===== src/rtl/peak_rate_detector.sv =====
// ---------------------------------------------------------------------------
// peak_rate_detector
//
// Purpose:
//   Confirms peaks in a strobed, filtered sample stream by slope-run shape.
//   A peak is armed by MIN_RUN consecutive rising samples and confirmed by
//   MIN_RUN consecutive falling samples. After a confirmation the detector is
//   locked out for REFRACT valid samples. Confirmed peaks are counted over a
//   free-running window of WINDOW_CYCLES clocks. At the end of each window the
//   count, scaled by BPM_MULT, is published as a rate.
//
// Optional feature (macro PEAK_AMP_THRESH_EN):
//   When defined, a shape-confirmed peak is accepted only if its amplitude
//   above the preceding trough is at least MIN_AMP. A rejected peak produces no
//   pulse and no count, and the detector returns to SEEK without a lockout.
//   When undefined, MIN_AMP is ignored.
//
// Ports:
//   clk           in   system clock
//   reset         in   asynchronous, active-low reset
//   sample_valid  in   one-cycle strobe qualifying sample
//   sample        in   [DATA_W-1:0] filtered sample, unsigned
//   peak_pulse    out  one-cycle pulse per accepted peak
//   peak_value    out  [DATA_W-1:0] max sample of the last accepted peak, held
//   peak_count    out  [CNT_W-1:0] accepted peaks in the current window
//   rate          out  [RATE_W-1:0] scaled rate of the last completed window
//   rate_valid    out  one-cycle pulse when rate updates
//   dbg_state     out  [1:0] FSM state (0 IDLE, 1 SEEK, 2 RISING, 3 REFRACT)
//
// Input handshake: sample_valid is a strobe without backpressure. Whenever
// sample_valid is high at a rising clk edge the sample is consumed on that
// edge; the block has no ready signal and never stalls the producer.
// ---------------------------------------------------------------------------
module peak_rate_detector #(
  parameter int DATA_W        = 10,
  parameter int MIN_RUN       = 4,
  parameter int REFRACT       = 50,
  parameter int WINDOW_CYCLES = 400000000,
  parameter int BPM_MULT      = 6,
  parameter int CNT_W         = 8,
  parameter int RATE_W        = 10,
  parameter int MIN_AMP       = 32
) (
  input  logic              clk,
  input  logic              reset,
  input  logic              sample_valid,
  input  logic [DATA_W-1:0] sample,
  output logic              peak_pulse,
  output logic [DATA_W-1:0] peak_value,
  output logic [CNT_W-1:0]  peak_count,
  output logic [RATE_W-1:0] rate,
  output logic              rate_valid,
  output logic [1:0]        dbg_state
);

  localparam int RUN_W  = $clog2(MIN_RUN + 1);
  localparam int REF_W  = (REFRACT > 0) ? $clog2(REFRACT + 1) : 1;
  localparam int WIN_W  = (WINDOW_CYCLES > 1) ? $clog2(WINDOW_CYCLES) : 1;
  localparam int MUL_W  = CNT_W + $clog2(BPM_MULT + 1);
  localparam int PROD_W = (MUL_W > RATE_W) ? MUL_W : RATE_W;

  localparam logic [1:0] ST_IDLE    = 2'd0;
  localparam logic [1:0] ST_SEEK    = 2'd1;
  localparam logic [1:0] ST_RISING  = 2'd2;
  localparam logic [1:0] ST_REFRACT = 2'd3;

  logic [1:0]        state;
  logic [DATA_W-1:0] prev;
  logic [DATA_W-1:0] trough;
  logic [DATA_W-1:0] cand;
  logic [RUN_W-1:0]  rise_cnt;
  logic [RUN_W-1:0]  fall_cnt;
  logic [REF_W-1:0]  ref_cnt;
  logic [WIN_W-1:0]  win_cnt;

  logic              is_rise;
  logic              is_fall;
  logic              arm;
  logic              shape_ok;
  logic              amp_ok;
  logic              accept;
  logic              win_term;
  logic [PROD_W-1:0] prod;
  logic [PROD_W-1:0] rate_max;
  logic [RATE_W-1:0] rate_sat;

  assign dbg_state = state;

  // Equal samples are a plateau: neither rise nor fall, so no run changes.
  assign is_rise = sample > prev;
  assign is_fall = sample < prev;

  // The sample that completes a run acts on the same edge, so the run
  // counters compare against MIN_RUN-1 before incrementing.
  assign arm      = sample_valid && (state == ST_SEEK) && is_rise &&
                    (rise_cnt == RUN_W'(MIN_RUN - 1));
  assign shape_ok = sample_valid && (state == ST_RISING) && is_fall &&
                    (fall_cnt == RUN_W'(MIN_RUN - 1));

`ifdef PEAK_AMP_THRESH_EN
  logic [DATA_W:0] amp;
  assign amp    = {1'b0, cand} - {1'b0, trough};
  assign amp_ok = (cand >= trough) && (amp >= (DATA_W + 1)'(MIN_AMP));
`else
  assign amp_ok = 1'b1;
`endif

  assign accept   = shape_ok && amp_ok;
  assign win_term = (win_cnt == WIN_W'(WINDOW_CYCLES - 1));

  // Product is formed wide enough for the full count times the multiplier,
  // then clamped to the rate width.
  assign prod     = PROD_W'(peak_count) * PROD_W'(BPM_MULT);
  assign rate_max = PROD_W'({RATE_W{1'b1}});
  assign rate_sat = (prod > rate_max) ? {RATE_W{1'b1}} : prod[RATE_W-1:0];

  // Shape FSM; advances only on valid samples.
  always_ff @(posedge clk or negedge reset) begin
    if (!reset) begin
      state    <= ST_IDLE;
      prev     <= '0;
      trough   <= '0;
      cand     <= '0;
      rise_cnt <= '0;
      fall_cnt <= '0;
      ref_cnt  <= '0;
    end else if (sample_valid) begin
      prev <= sample;
      case (state)
        ST_IDLE: begin
          trough   <= sample;
          rise_cnt <= '0;
          state    <= ST_SEEK;
        end
        ST_SEEK: begin
          if (arm) begin
            state    <= ST_RISING;
            cand     <= sample;
            fall_cnt <= '0;
            rise_cnt <= '0;
          end else if (is_rise) begin
            rise_cnt <= rise_cnt + RUN_W'(1);
          end else if (is_fall) begin
            rise_cnt <= '0;
            if (sample < trough) trough <= sample;
          end
        end
        ST_RISING: begin
          if (is_rise) begin
            if (sample > cand) cand <= sample;
            fall_cnt <= '0;
          end else if (shape_ok) begin
            fall_cnt <= '0;
            if (accept && (REFRACT > 0)) begin
              state   <= ST_REFRACT;
              ref_cnt <= REF_W'(REFRACT);
            end else begin
              // Either no lockout is configured or the peak was too small:
              // restart the search from the current sample.
              state    <= ST_SEEK;
              rise_cnt <= '0;
              trough   <= sample;
            end
          end else if (is_fall) begin
            fall_cnt <= fall_cnt + RUN_W'(1);
          end
        end
        ST_REFRACT: begin
          if (ref_cnt <= REF_W'(1)) begin
            state    <= ST_SEEK;
            ref_cnt  <= '0;
            rise_cnt <= '0;
            trough   <= sample;
          end else begin
            ref_cnt <= ref_cnt - REF_W'(1);
          end
        end
        default: state <= ST_IDLE;
      endcase
    end
  end

  // Peak outputs, window counter and rate publication.
  always_ff @(posedge clk or negedge reset) begin
    if (!reset) begin
      peak_pulse <= 1'b0;
      peak_value <= '0;
      peak_count <= '0;
      rate       <= '0;
      rate_valid <= 1'b0;
      win_cnt    <= '0;
    end else begin
      peak_pulse <= accept;
      if (accept) peak_value <= cand;

      rate_valid <= win_term;
      if (win_term) begin
        rate    <= rate_sat;
        win_cnt <= '0;
        // A peak landing on the terminal cycle opens the next window.
        peak_count <= accept ? CNT_W'(1) : '0;
      end else begin
        win_cnt <= win_cnt + WIN_W'(1);
        if (accept && (peak_count != {CNT_W{1'b1}}))
          peak_count <= peak_count + CNT_W'(1);
      end
    end
  end

endmodule

===== config.mk =====
export PLATFORM = sky130hd
export DESIGN_NAME = peak_rate_detector
export DESIGN_NICKNAME = d
export VERILOG_FILES = /design/src/rtl/peak_rate_detector.sv
export SDC_FILE = /design/constraint.sdc
export NUM_CORES = 1
export LEC_CHECK = 0
export BUFFER_PORTS_ARGS = -buffer_cell sky130_fd_sc_hd__buf_2
export CAP_MARGIN = 10
export CORE_MARGIN = 2
export CORE_UTILIZATION = 54
export DETAILED_ROUTE_END_ITERATION = 6
export GPL_TIMING_DRIVEN = 1
export PLACE_DENSITY = 0.83
export SETUP_SLACK_MARGIN = 0.4
export SYNTH_ARGS = -nofsm -noshare
export SYNTH_HDL_FRONTEND = slang
export SYNTH_SLANG_ARGS = --single-unit

===== constraint.sdc =====
create_clock -name clk -period 2.2 [get_ports clk]
set_input_delay 0.33 -clock clk [delete_from_list [all_inputs] [get_ports clk]]
set_output_delay 0.33 -clock clk [all_outputs]
set_load 0.05 [all_outputs]

-- Yosys cells after proc, flatten, opt, wreduce, memory -nomap -nowiden
Cells that the tools add are included.
- flip-flop bits (word level): 93
- word-level logic and storage cells: 83
- add/subtract/negate cells: 5
- multiply operators: 1
- magnitude comparators: 5
- equality and inequality tests: 15
- mux-type cells: 28
- bitwise gates (word level): 1
- reductions and logical operators: 16
- operators by type and width (cell ; number):
    10-bit two-way mux ; 4
    29-bit by 1-bit adder with 29-bit output (second input constant) ; 1
    29-bit == test (second input constant) ; 1
    29-bit two-way mux ; 1
    3-bit two-way mux ; 8
    10-bit greater-than comparator ; 2
    10-bit case mux with 2 select lines ; 1
    6-bit two-way mux ; 3
    8-bit two-way mux ; 2
    6-bit case mux with 2 select lines ; 1
    4-bit AND reduction ; 3
    11-bit by 10-bit greater-than comparator with 1-bit output (second input constant) ; 1
    10-bit less-than comparator ; 1
    8-bit by 2-bit multiplier with 10-bit output (second input constant) ; 1
    2-bit inequality test (second input constant) ; 5
    5-bit AND reduction ; 2
    3-bit case mux with 3 select lines ; 1
    8-bit by 1-bit adder with 8-bit output (second input constant) ; 1
    2-bit two-way mux ; 4
    4-bit inequality test (second input constant) ; 2
    8-bit inequality test (second input constant) ; 1
    2-bit case mux with 4 select lines ; 1
    1-bit logical AND ; 7
    3-bit by 1-bit adder with 3-bit output (second input constant) ; 2
    other kinds (11) ; 15

-- Logic depth before layout (Yosys ltp)
- word-level depth: 7
- mapped depth: 9

-- Least setup slack after synthesis
Ideal clock, no wire load.
- kind: reg2reg
- from: register peak_count[1]
- to: register rate[8]
- library setup time: 0.067 ns
- arrival time: 2.657 ns
- setup slack: -0.525 ns
- cell stages (with the launch flop): 10
- path buffers: 0
- path through: dfrtp_1 > ha_1 > inv_1 > fa_1 > nor2b_1 > o21ai_0 > a21boi_0 > nor3_1 > o211ai_1 > o32a_1
- longest elaborated chain between the ends: 3
- ends and longest elaborated chain (what ; line ; text):
    start, declared ; 50 ; output logic [CNT_W-1:0] peak_count,
    start signal, assigned ; 201 ; peak_count <= accept ? CNT_W'(1) : '0;
    start signal, assigned ; 205 ; peak_count <= peak_count + CNT_W'(1);
    8-bit by 2-bit multiplier with 10-bit output * ; 113 ; assign prod = PROD_W'(peak_count) * PROD_W'(BPM_MULT);
    11-bit by 10-bit greater-than comparator with 1-bit output ; 115 ; assign rate_sat = (prod > rate_max) ? {RATE_W{1'b1}} : prod[RATE_W-1:0];
    10-bit two-way mux * ; 115 ;
    end signal, assigned ; 198 ; rate <= rate_sat;
    end, declared ; 51 ; output logic [RATE_W-1:0] rate,
Mark *: on every way between the ends. The rest lies on a longest branch, timed or not.
A chain may end at the register's enable or synchronous reset.

-- Final worst setup path
- from: register prev[7]
- to: register ref_cnt[4]
- longest elaborated chain between the ends: 5
- elaborated cells between the ends (all ways): 7
- ends and longest elaborated chain (what ; line ; text):
    start, declared ; 68 ; logic [DATA_W-1:0] prev;
    start signal, assigned ; 128 ; prev <= sample;
    10-bit less-than comparator ; 91 ; assign is_fall = sample < prev;
    1-bit logical AND (2 in series) ; 97 ; assign shape_ok = sample_valid && (state == ST_RISING) && is_fall &&
    2-bit inequality test (no source line) ; -- ;
    4-bit AND reduction (no source line) * ; -- ;
    end signal, assigned ; 156 ; ref_cnt <= REF_W'(REFRACT);
    end signal, assigned ; 175 ; ref_cnt <= ref_cnt - REF_W'(1);
    end, declared ; 73 ; logic [REF_W-1:0] ref_cnt;
Marks and branches as above.

==> qor.yml <==
end_kind: "register"
critical_path_class: "reg2reg"
start_util_pct: 56.3
drt_first_pass_iters: 5
die-area_sq_mm: 0.00997
io_buffers: 44
r2r_setup_slack_ns: -0.23
grt.total_usage_pct: 24.9
viasPerCell: 5.87
ys_warn_count: 0
areaGrowthSynthToFinish_pct: 37.8
synth_enable_flop_cells: 0
p_total_uw: 5030
min_period_ns: 2.43
ant_nets: 0
antenna_found_initial: 0
wl_met2_microns: 7330
crit_fanout: 4
m1WireLength_microns: 5560
layout.nets: 653
remaining_drc_errors: 0
cp_data_required_time_ns: 2.45
synth_cells: 470
syn_area_per_cell_sq_um: 10.6
clk_path_buf_depth: 2
grt_max_degree: 48
start_kind: "register"
gr-total-overflow: 0
tritoncts: "done"
combPwrFrac_pct: 33.9
fp.dieH_microns: 99.8
violations: "setup timing"
wl_met3_microns: 442
whs_ns: 0.300
internal_power_uw: 3290
fin_skew_ns: 0.0145
grt_pass1_vias: 4187
dr.first_iter.drc_count: 203
wl_microns: 13600
fin_crit_sh_pct: 110
synth-seq-cells: 93
p_per_area_mw_per_mm2: 736
slew_violations: 0
async_reset_ff_share_pct: 100
core_area_sq_mm: 0.00881
fmax_ghz: 0.412
ys_seq_area_share_pct: 46.9
root_buffer: "clkbuf_8"
regArea_sq_mm: 0.00233
final_common_cell: "dfrtp_1"
drive_above_1_share_pct: 41.7
fill_cells: 493
slew_headroom_pct: 58.6
drv_cap: 0
syn_area_sq_mm: 0.00496
tightest_slew_ns: 0.621
clk_pin_slew_ns: 0.10
ir_drop_uv: 581
dr_total_vias: 4186
p_sw_uw: 1740
yosys.cell_types.count: 59
outcome: "finished with violations"
place.gp.congestion: 0.840
multi_input_area_sq_mm: 0.00298
dp_hpwl_microns: 7570
cts_made_buffers: 9
top_layer: "met4"
synth_flop_cell: "dfrtp_1"
p_seq_share_pct: 41.5
layout_common_cells: "89 x dfrtp_1, 61 x buf_4, 43 x buf_2"
die_x_microns: 99.8
cts-htree-levels: 3
p_leak_uw: 0.00323
syn_nets: 523
clock_sinks: 93
rsz0062_at_grt: "yes"
critPathArrivalTime_ns: 2.68
swShare_pct: 34.6
clockPowerShare_pct: 24.6
setup_viol: 42
clk_latency_ns: 0.38
wire_per_inst_microns: 19.1
min_path_type: "in2reg"
worst_slack_ns: -0.227
hold_violations: 0
rows: 34
io_pins: 45
diodes: 0
grt_pass1_wl_microns: 19800
## repair_timing
| action | 4_1_cts | 5_1_grt |
|---|---|---|
| setup endpoints to repair | 72 | 72 |
| buffers inserted | 17 | 25 |
| hold buffers | 1 | 0 |
| hold endpoints to repair | 45 | 0 |
| gates resized for setup | 43 | 57 |
| pin swaps | 21 | 33 |
| cloned | 1 | 3 |
## Yosys cell counts, drive strengths merged (2+ instances only)
library cell | count | area [sq um]
dfrtp | 93 | 2330
nand2 | 41 | 154
inv | 40 | 150
ha | 39 | 488
nor2 | 38 | 143
o21ai | 24 | 120
mux2 | 23 | 267
xnor2 | 21 | 184
xor2 | 15 | 131
nand3 | 14 | 70.1
nand4 | 11 | 75.1
a21oi | 10 | 61.3
nor3 | 10 | 55.1
o22a | 8 | 70.1
buf | 7 | 33.8
and3 | 6 | 37.5
a211oi | 5 | 60.1
and2 | 5 | 31.3
o21a | 5 | 37.5
mux2i | 4 | 40.0
nor4 | 4 | 25.0
and4 | 3 | 26.3
nand2b | 3 | 18.8
nor2b | 3 | 18.8
o2111ai | 3 | 32.5
o211ai | 3 | 22.5
or3 | 3 | 18.8
a211o | 2 | 17.5
a21o | 2 | 15.0
a22o | 2 | 17.5
clkbuf | 2 | 7.51
nor4bb | 2 | 20.0
o21bai | 2 | 15.0
o31ai | 2 | 15.0
o32a | 2 | 20.0
or4 | 2 | 15.0
## power groups by stage
stage | sequential (uW) | combinational (uW) | clock [uW]
after CTS | 2080 | 1590 | 1230
after floorplan | 2130 | 905 | 0
after global routing | 2110 | 1840 | 1300
final | 2090 | 1700 | 1240
after detailed placement | 2110 | 1370 | 0
after global placement | 2090 | 1300 | 0
## sequential cells by signal, summed over array words and instances (netlist names), 6 cells and up
register    flops
cand           10
win_cnt        29
peak_count      8
peak_value     10
prev           10
ref_cnt         6
rate           10
## kinds of logic (layout without fill, tap and decap cells)
family	count (synthesis)	count (layout)	share of synthesized area, %
adders and majority gates	40	40	10.2
DFF	93	93	46.9
xor gates and xnor gates	36	36	6.36
and+or+nand+nor	147	147	14.6
muxes	27	27	6.18
buffers and inverters	49	184	3.86
AOI/OAI and AO/OA	78	78	11.8
## through the flow
stage / setup TNS (ns) / instance area [sq um] / setup WS (ns) / instances / util (%)
after global placement: -5.12 / 5750 / -0.194 / 650 / 65.3
after CTS: -2.23 / 6340 / -0.165 / 685 / 72.0
final: -4.53 / 6830 / -0.227 / 713 / 77.6
after floorplan: -1.85 / 5150 / -0.103 / 470 / -
after detailed placement: -7.58 / 5750 / -0.268 / 650 / 65.3
after global routing: -8.10 / 6830 / -0.333 / 713 / 77.6
## cell type report
cell class	count	area share, %
clock inverter	5	0.842
inverter	40	2.27
clock buffer	11	2.22
timing repair buffer	128	14.9
sequential	93	34.1
tap	108	1.98
multi-input combinational	328	43.6
## path summary, 6_finish.rpt
check,startpoint,end,cells after the start
max,prev[7],ref_cnt[4],10
max in group asynchronous,reset,peak_count[1],3
min in group asynchronous,reset,peak_pulse,2
min,sample[0],cand[0],3
min reg2reg,rate[0],rate[0],1
max reg2reg,prev[7],ref_cnt[4],10
## routing by layer
metal  vias to the layer above  global-route usage [%]
li1                       1917                       -
met1                      2116                    31.5
met2                       123                    42.9
met3                        30                    3.62
met4                         0                    10.6
met5                         -                       0
## worst max-delay path, cell delays in order (launching register included)
cell,delay (ns)
dfrtp_1,0.40
inv_2,0.08
ha_4,0.20
a211oi_2,0.21
o21bai_2,0.13
buf_4,0.15
a2111o_1,0.38
a211oi_4,0.31
buf_4,0.17
mux2i_1,0.19
nand2_1,0.08
No activity file was read; power rests on OpenSTA's default activity.
